==> config.mk <==
export PLATFORM = sky130hd
export DESIGN_NAME = vga_timing_gen
export DESIGN_NICKNAME = d
export VERILOG_FILES = /design/src/rtl/vga_timing_gen.sv
export SDC_FILE = /design/constraint.sdc
export NUM_CORES = 1
export LEC_CHECK = 0
export ABC_AREA = 1
export CAP_MARGIN = 20
export CORE_MARGIN = 2
export CORE_UTILIZATION = 30
export CTS_BUF_LIST = sky130_fd_sc_hd__clkbuf_16
export CTS_CLUSTER_DIAMETER = 120
export DETAILED_ROUTE_END_ITERATION = 12
export PLACE_DENSITY = 0.61
export REMOVE_ABC_BUFFERS = 1
export SLEW_MARGIN = 30
export SYNTH_ARGS = -nofsm -noshare
export SYNTH_HDL_FRONTEND = slang
export SYNTH_SLANG_ARGS = --single-unit
==> constraint.sdc <==
create_clock -name clk -period 2 [get_ports clk]
set_input_delay 0.4 -clock clk [delete_from_list [all_inputs] [get_ports clk]]
set_output_delay 0.4 -clock clk [all_outputs]
set_load 0.02 [all_outputs]
==> src/rtl/vga_timing_gen.sv <==
// Free-running VGA raster timing generator (1024x768@60 defaults) with registered, zero-skew strobes.
// Optional 16-bit frame counter output enabled by defining VGA_TIMING_FRAME_CNT_EN.
module vga_timing_gen #(
  parameter int H_TOTAL     = 1344,
  parameter int HBLANK_STOP = 1344,
  parameter int V_TOTAL     = 806,
  parameter int VBLANK_STOP = 806,
  parameter int H_BLNK_S    = 1024,
  parameter int H_SYNC_S    = 1048,
  parameter int H_SYNC_E    = 1184,
  parameter int V_BLNK_S    = 768,
  parameter int V_SYNC_S    = 771,
  parameter int V_SYNC_E    = 777
) (
  input  logic        clk,
  input  logic        rst_n,
  input  logic        en,
  output logic [10:0] hcount,
  output logic [10:0] vcount,
  output logic        hblnk,
  output logic        hsync,
  output logic        vblnk,
  output logic        vsync,
  output logic        line_start,
  output logic        frame_start
`ifdef VGA_TIMING_FRAME_CNT_EN
  ,
  output logic [15:0] frame_cnt
`endif
);

  localparam logic [10:0] H_LAST   = 11'(H_TOTAL - 1);
  localparam logic [10:0] V_LAST   = 11'(V_TOTAL - 1);
  localparam logic [10:0] H_BS     = 11'(H_BLNK_S);
  localparam logic [10:0] H_BE     = 11'(HBLANK_STOP);
  localparam logic [10:0] H_SS     = 11'(H_SYNC_S);
  localparam logic [10:0] H_SE     = 11'(H_SYNC_E);
  localparam logic [10:0] V_BS     = 11'(V_BLNK_S);
  localparam logic [10:0] V_BE     = 11'(VBLANK_STOP);
  localparam logic [10:0] V_SS     = 11'(V_SYNC_S);
  localparam logic [10:0] V_SE     = 11'(V_SYNC_E);

  logic        h_wrap;
  logic        v_wrap;
  logic [10:0] h_next;
  logic [10:0] v_next;

  always_comb begin
    h_wrap = (hcount == H_LAST);
    v_wrap = (vcount == V_LAST);
    h_next = h_wrap ? 11'd0 : hcount + 11'd1;
    v_next = vcount;
    if (h_wrap) begin
      v_next = v_wrap ? 11'd0 : vcount + 11'd1;
    end
  end

  // Strobes decode the next-state counters so they land in the same cycle as the counts they describe.
  always_ff @(posedge clk or negedge rst_n) begin
    if (!rst_n) begin
      hcount      <= 11'd0;
      vcount      <= 11'd0;
      hblnk       <= 1'b0;
      hsync       <= 1'b0;
      vblnk       <= 1'b0;
      vsync       <= 1'b0;
      line_start  <= 1'b0;
      frame_start <= 1'b0;
    end else if (en) begin
      hcount      <= h_next;
      vcount      <= v_next;
      hblnk       <= (h_next >= H_BS) && (h_next < H_BE);
      hsync       <= (h_next >= H_SS) && (h_next < H_SE);
      vblnk       <= (v_next >= V_BS) && (v_next < V_BE);
      vsync       <= (v_next >= V_SS) && (v_next < V_SE);
      line_start  <= h_wrap;
      frame_start <= h_wrap && v_wrap;
    end else begin
      line_start  <= 1'b0;
      frame_start <= 1'b0;
    end
  end

`ifdef VGA_TIMING_FRAME_CNT_EN
  always_ff @(posedge clk or negedge rst_n) begin
    if (!rst_n) begin
      frame_cnt <= 16'd0;
    end else if (en && h_wrap && v_wrap) begin
      frame_cnt <= frame_cnt + 16'd1;
    end
  end
`endif

endmodule

After elaboration in Yosys (flattened, before gate mapping) --
Cells that the tools add are included.
Word-level totals: register bits 28, word-level logic and storage cells 30, input port bits 3, output and inout bits 28
Cells by class: reductions and logical operators 5, order comparisons 8, muxes and demuxes 5, $add $sub $neg 2, equality and inequality tests 2
Operator list (count):
- 2-to-1 mux 11 bit | 3
- adder 11 x 1 -> 11 bit, second input constant | 2
- greater-or-equal comparator 11 x 10 -> 1 bit, second input constant | 2
- greater-or-equal comparator 11 bit, second input constant | 2
- less-than comparator 11 x 10 -> 1 bit, second input constant | 2
- less-than comparator 11 bit, second input constant | 2
- equality test 11 x 10 -> 1 bit, second input constant | 1
- equality test 11 bit, second input constant | 1
- logical AND 1 bit | 5
- 2-to-1 mux 1 bit | 2

Longest topological paths before layout --
Gate-level depths: netlist (run 1).
depth in word-level cells 5, gate-level depth with buffers 13, gate-level depth less buffers 13

Worst setup path before layout (run 1) --
Ideal clock, no wire load.
path type reg-to-reg, start point reg hcount[0], end point reg vblnk, slack 0.235 ns, library setup time 0.117 ns, data arrival time 1.648 ns, data required time 1.883 ns, buffers on the path 0, clock period less this slack 1.765 ns, cell stages (with the launch flop) 12, cell sequence dfrtp_1 > ha_1 > nand3_2 > nor2_4 > nand2_2 > nor2_2 > nand2_1 > nand2_1 > nand2_1 > and2_2 > nand3_1 > nand2_1
Between the ends: longest elaborated chain between the ends 4, elaborated cells on any way between the ends 5, classes of those cells order compare (2); eq/ne (1); mux (1); reduce/logical (1)
RTL lines:
- start: declaration | line 18 | output logic [10:0] hcount,
- start signal: assignment | line 70 | hcount <= h_next;
- equality test 11 bit (*) | line 49 | h_wrap = (hcount == H_LAST);
- 2-to-1 mux 11 bit (*) | line 53 | if (h_wrap) begin
- greater-or-equal comparator 11 x 10 -> 1 bit / less-than comparator 11 x 10 -> 1 bit (equally long branches) | line 74 | vblnk <= (v_next >= V_BS) && (v_next < V_BE);
- logical AND 1 bit (*) | line 74
- end signal: assignment | line 74
- end: declaration | line 22 | output logic vblnk,
Every way passes the cells marked *; elsewhere a longest branch is shown, timed or not. A chain may end at the register's enable or synchronous reset.

Worst setup path in the final report (run 1) --
Same ends and word-level chain as after synthesis.

==> results of run 1 <==
[placed cells by master (no fill, tap or decap), types with 2 or more instances in the layout]
master / count
a21oi_1: 2
clkbuf_16: 3
clkdlybuf4s50_1: 30
nor2_1: 30
o22ai_1: 8
inv_1: 26
o21ai_1: 2
nand2_1: 84
nor3_1: 3
dfrtp_1: 28
nand3_2: 2
nand3_1: 24
nand4_1: 4
nor2_2: 5
xor2_1: 6
nand2_2: 4
buf_4: 6
nor2_4: 2
o21bai_1: 2
o21ai_0: 12
ha_1: 2
[worst paths after layout]
kind                                            start                     to  slack, ns  depth (start not counted)
worst max-delay path            hcount[0]$_DFFE_PN0P_      vblnk$_DFFE_PN0P_       0.15                         11
worst min-delay path                hsync$_DFFE_PN0P_      hsync$_DFFE_PN0P_       0.49                          2
worst max register to register  hcount[0]$_DFFE_PN0P_      vblnk$_DFFE_PN0P_       0.15                         11
worst min register to register      hsync$_DFFE_PN0P_      hsync$_DFFE_PN0P_       0.49                          2
max in group asynchronous                       rst_n  vcount[6]$_DFFE_PN0P_       1.21                          2
min in group asynchronous                       rst_n  hcount[1]$_DFFE_PN0P_       0.51                          2
[area by class of cell]
class / count / area (sq um) / area share (%)
Timing Repair Buffer: 36 / 345 / 14.9
Multi-Input combinational cell: 198 / 961 / 41.6
Inverter: 28 / 105 / 4.55
Clock inverter: 1 / 30.0 / 1.30
Clock buffer: 3 / 75.1 / 3.25
Tap cell: 75 / 93.8 / 4.06
Sequential cell: 28 / 701 / 30.3
[power groups by stage]
stage | clock network (uW) | registers (uW) | logic (uW)
2_1_floorplan | 0 | 916 | 326
3_3_place_gp | 0 | 823 | 762
3_5_place_dp | 0 | 822 | 770
4_1_cts | 615 | 813 | 774
5_1_grt | 644 | 831 | 855
6_report | 606 | 814 | 771
[logic make-up after synthesis]
kind of cell	after synthesis	synth area share, %
AOI/OAI and AO/OA	26	8.04
xor gates and xnor gates	7	3.40
adders and majority gates	3	2.08
buffers and inverters	34	8.11
DFF	28	38.8
and+or+nand+nor	162	39.6
[per-layer routing]
layer | routed length [microns] | global-route usage, % | vias up
li1 | - | - | 897
met1 | 2260 | 21.4 | 837
met2 | 2280 | 25.1 | 45
met3 | 219 | 2.31 | 4
met4 | 44 | 4.17 | 0
met5 | 0 | 0 | -
[registers in the layout, indices dropped and copies added, names as in the netlist]
name         cells
hcount          11
hblnk            1
line_start       1
vblnk            1
frame_start      1
vsync            1
hsync            1
vcount          11
[worst max-delay path: stages (launching register included)]
cell and delay [ns]:
dfrtp_1 0.41, ha_2 0.22, nand3_2 0.13, nor2_4 0.21, nand2_2 0.14, nor2_2 0.15
nand2_1 0.06, nand2_1 0.06, nand2_1 0.06, and2_2 0.16, nand3_1 0.07, nand2_1 0.05
[metrics by stage]
step / hold WS [ns] / utilization [%] / total power, uW
after floorplan: 0.104 / - / 1240
after global placement: 0.467 / 37.5 / 1580
after detailed placement: 0.472 / 37.5 / 1590
after CTS: 0.491 / 39.3 / 2200
after global routing: 0.518 / 39.5 / 2330
final: 0.490 / 39.5 / 2190
[timing repair]
action                     4_1_cts  5_1_grt
gates resized for setup          0        1
buffers inserted                 0        1
setup endpoints to repair        0        2
==> run summary, run 1 <==
Outcome: finished, final reports clean
Pwr Density: 948 nW/um^2
First-pass GRT wire length: 7960 microns
Yosys cell types: 28
Latest clock arrival within the worst-skew pair: 0.27 ns
Fin Setup TNS: 0 ns
Post-synth EDFFs: 0
Worst VDD drop: 0.452 mV
Seq pwr share: 37.1%
Switching part of the total: 36.3%
Internal Power: 1400 uW
CTS buffer count: 3
Total of fill cells in the finished design: 586
Ranking of synthesized cells by area: dfrtp_1 39%, nand2_1 17%, nand3_1 6.7%
Die X: 81.6 microns
CTS Buffer Depth: 2
Starting Density: 30.9%
Row cnt: 28
Critical Path AT: 2.01 ns
Cell taking the most area after synthesis: dfrtp_1
Synth top cells by count: 84 x nand2_1, 30 x nor2_1, 28 x dfrtp_1
Clk root buf: clkbuf_16
Hold/Removal Path Class: reg2reg
Port Buf Inserts: 30
Post-Place Setup Slack: 0.163 ns
Max Transition Viols Final: 0
Post-route cell area: 2310 sq um
Max FO, Critical Path: 7
WP data required: 2.16 ns
Final WL: 4810 microns
Core ar.: 5850 sq um
Post-placement cell area: 2200 sq um
Antenna violations before repair: 0
Via Count: 1,783
Largest net degree at the start of global routing: 29
Clk_skew: 0.00815 ns
Min Tclk post-route: 1.85 ns
# diodes: 0
Final hold vios: 0
FMAX: 541 MHz
Final setup vio count: 0
Grt ovf: 0
Setup ws final: 0.150 ns
TritonCTS clock tree: done
Final non-filler cell total: 369
Combinational share of power: 35.2%
Share of post-route cells with drive strength above 1: 9.18%
Switching Power: 795 uW
Area grow syn2layout: 28.0%
Critical path capture point type: register
Tot GR Track Use: 15.4%
Die Height: 81.6 microns
Via/cell ratio: 4.83
Final GP Congestion: 0.896
WL/cell: 13.0 microns
Mean Syn Cell Area: 6.94 sq um
Clock Pin Slew Worst Setup and Hold Paths: 0.08 ns
# clock sinks: 28
Top-count cell post-synth: nand2_1
Starting DRC count in detailed routing: 157
Cell total after placement: 364
Hold_buf cts: 0
Yosys synthesis warning count: 0
Remaining DRCs: 0
Synth Register Bits: 28
I/O pin count: 31
H-tree depth: 1
Startpoint class of the critical path: register
Mapped Cells: 260
Max-slew headroom: 75.4%
Post-synth top area share: 38.8%
Clk pwr share: 27.7%
Synthesized area: 1810 sq um
Synth async-reset ratio: 100%
Leakage power: 0.00106 uW
Max-cap violations: 0
DP Wirelength: 3540 microns
Die ar.: 6650 sq um
Critical path type: reg2reg
Final net count: 301
Ys flop type: dfrtp_1
Vias in the first global route: 1,668
Pre-Repair DR Iteration Count: 4
Measured slew at the worst slew-check pin: 0.370 ns
DRT antenna net count: 0
Proportion of synthesized chip area in sequential cells: 38.8%
Final Cycle Share: 92.5%
(Power assumes the default switching activity.)
==> inputs of run 2 (changes only) <==
==> constraint.sdc (replaced) <==
create_clock -name clk -period 2.09 [get_ports clk]
set_input_delay 0.418 -clock clk [delete_from_list [all_inputs] [get_ports clk]]
set_output_delay 0.418 -clock clk [all_outputs]
set_load 0.02 [all_outputs]
==> run 2 against run 1 <==
Against the previous run: global-route usage is 0.32 points lower; cell area is 1.9% lower; wire length down 3.1%; flip-flop and latch count stayed put.
==> run summary, run 2 (synthesized netlist as in run 1, its figures left out) <==
Critical path capture point type: output port
Switching part of the total: 38.5%
Latest clock arrival within the worst-skew pair: 0.26 ns
Critical Path AT: 1.45 ns
CP bufs+invs: 1
DRT antenna net count: 0
Critical path type: reg2out
Die X: 81.6 microns
Most frequent cells in the layout: 84 x nand2_1, 30 x nor2_1, 30 x clkdlybuf4s50_1, 28 x dfrtp_1, 26 x inv_1
Starting Density: 30.9%
Grt ovf: 0
WL/cell: 12.7 microns
Internal Power: 1200 uW
Total chip power: 1950 uW
Final GP Congestion: 0.889
Max FO, Critical Path: 8
Core ar.: 5850 sq um
Pre-Repair DR Iteration Count: 4
Remaining DRCs: 0
Row cnt: 28
CTS Buffer Depth: 2
Min Tclk post-route: 1.86 ns
Max-cap violations: 0
Max Transition Viols Final: 0
CP max stage cell: clkdlybuf4s50_1
First-pass GRT wire length: 7750 microns
Via Count: 1,735
Registers with the most flip-flops: hcount x11, vcount x11
Antenna violations before repair: 0
Seq pwr share: 40.1%
CP delay by family, top: buffers and inverters
Post-route cell area: 2270 sq um
TritonCTS clock tree: done
Die ar.: 6650 sq um
Leakage power: 0.00103 uW
Die Height: 81.6 microns
Port Buf Inserts: 30
WL met3: 192 microns
Hold_buf cts: 0
H-tree depth: 1
CTS resizes: 0
Largest net degree at the start of global routing: 29
# diodes: 0
Clk root buf: clkbuf_16
Post-placement cell area: 2190 sq um
DP Wirelength: 3500 microns
I/O pin count: 31
WP data required: 1.67 ns
Worst VDD drop: 0.325 mV
Final Cycle Share: 89.2%
FMAX: 537 MHz
# clock sinks: 28
Pwr Density: 861 nW/um^2
Outcome: finished, final reports clean
Postcts setup bufs: 0
Tot GR Track Use: 15.1%
Commonest non-fill, non-tap cell in the layout: nand2_1
Starting DRC count in detailed routing: 164
Combinational share of power: 36.9%
Vias in the first global route: 1,603
Area grow syn2layout: 25.6%
Max stage delay on crit path: 0.66 ns
Via/cell ratio: 4.73
Fin Setup TNS: 0 ns
Final WL: 4660 microns
Worst hold slack: 0.491 ns
Met1 Wirelength: 2300 microns
Clk pwr share: 23.0%
Share of post-route cells with drive strength above 1: 7.88%
Measured slew at the worst slew-check pin: 0.361 ns
Clock Pin Slew Worst Setup and Hold Paths: 0.07 ns
Switching Power: 751 uW
RSZ-0062 raised after global routing: no
CTS buffer count: 3
Final hold vios: 0
Hold/Removal Path Class: reg2reg
Met2 wire len: 2070 microns
Startpoint class of the critical path: register
Final setup vio count: 0
Worst path cell trace: clkdlybuf4s50_1
Final net count: 299
Max-slew headroom: 75.9%
Highest metal used: met4
Clk_skew: 0.00407 ns
-- run 2: changes by cell type in the layout (fill, tap and decap cells not counted), sizes merged --
cell / delta
bufinv: -1
clkinv: +1
buf: -2
-- run 2: layout make-up --
cell class	count	area (sq um)
clock buffers	3	75.1
clock inverters	1	3.75
fillers	589	3580
inverters	28	105
multi-input cells	198	958
flip-flops and latches	28	701
well taps	75	93.8
repair buffers	34	330
-- run 2: worst paths after layout --
path	slack, ns	start	depth (start not counted)	to
max	0.23	vcount[4]$_DFFE_PN0P_	1	vcount[4]
min	0.49	hsync$_DFFE_PN0P_	2	hsync$_DFFE_PN0P_
max reg2reg	0.23	hcount[0]$_DFFE_PN0P_	11	vblnk$_DFFE_PN0P_
min reg2reg	0.49	hsync$_DFFE_PN0P_	2	hsync$_DFFE_PN0P_
max in group asynchronous	1.29	rst_n	2	vcount[7]$_DFFE_PN0P_
min in group asynchronous	0.53	rst_n	2	hcount[1]$_DFFE_PN0P_
-- run 2: metrics by stage --
step | setup WS [ns] | utilization [%] | instances
6_report | 0.227 | 38.8 | 367
5_1_grt | 0.0565 | 38.8 | 367
4_1_cts | 0.221 | 38.8 | 367
3_5_place_dp | 0.243 | 37.4 | 363
3_3_place_gp | 0.306 | 37.4 | 363
2_1_floorplan | 0.323 | - | 254
-- run 2: worst min-delay path, stage by stage (launching register included) --
cell,delay (ns)
dfrtp_1,0.35
nand2_1,0.06
nand2_1,0.05
-- run 2: power by group through the flow --
stage	combinational (uW)	clock (uW)	sequential, uW
6_report	720	449	783
5_1_grt	793	480	800
4_1_cts	720	455	785
3_5_place_dp	718	0	795
3_3_place_gp	714	0	793
2_1_floorplan	312	0	876
-- run 2: metal layers --
layer,GRT usage [%],up-vias
li1,-,895
met1,21.9,792
met2,22.7,40
met3,1.54,8
met4,6.83,0
met5,0,-
==> inputs of run 3 (changes only) <==
--- a/config.mk
+++ b/config.mk
@@ -12,6 +12,7 @@
 export CTS_BUF_LIST = sky130_fd_sc_hd__clkbuf_16
 export CTS_CLUSTER_DIAMETER = 120
 export DETAILED_ROUTE_END_ITERATION = 12
+export GPL_ROUTABILITY_DRIVEN = 0
 export PLACE_DENSITY = 0.61
 export REMOVE_ABC_BUFFERS = 1
 export SLEW_MARGIN = 30
==> results of run 3 <==
No change in the layout: final DEF, timing and power equal those of run 2.
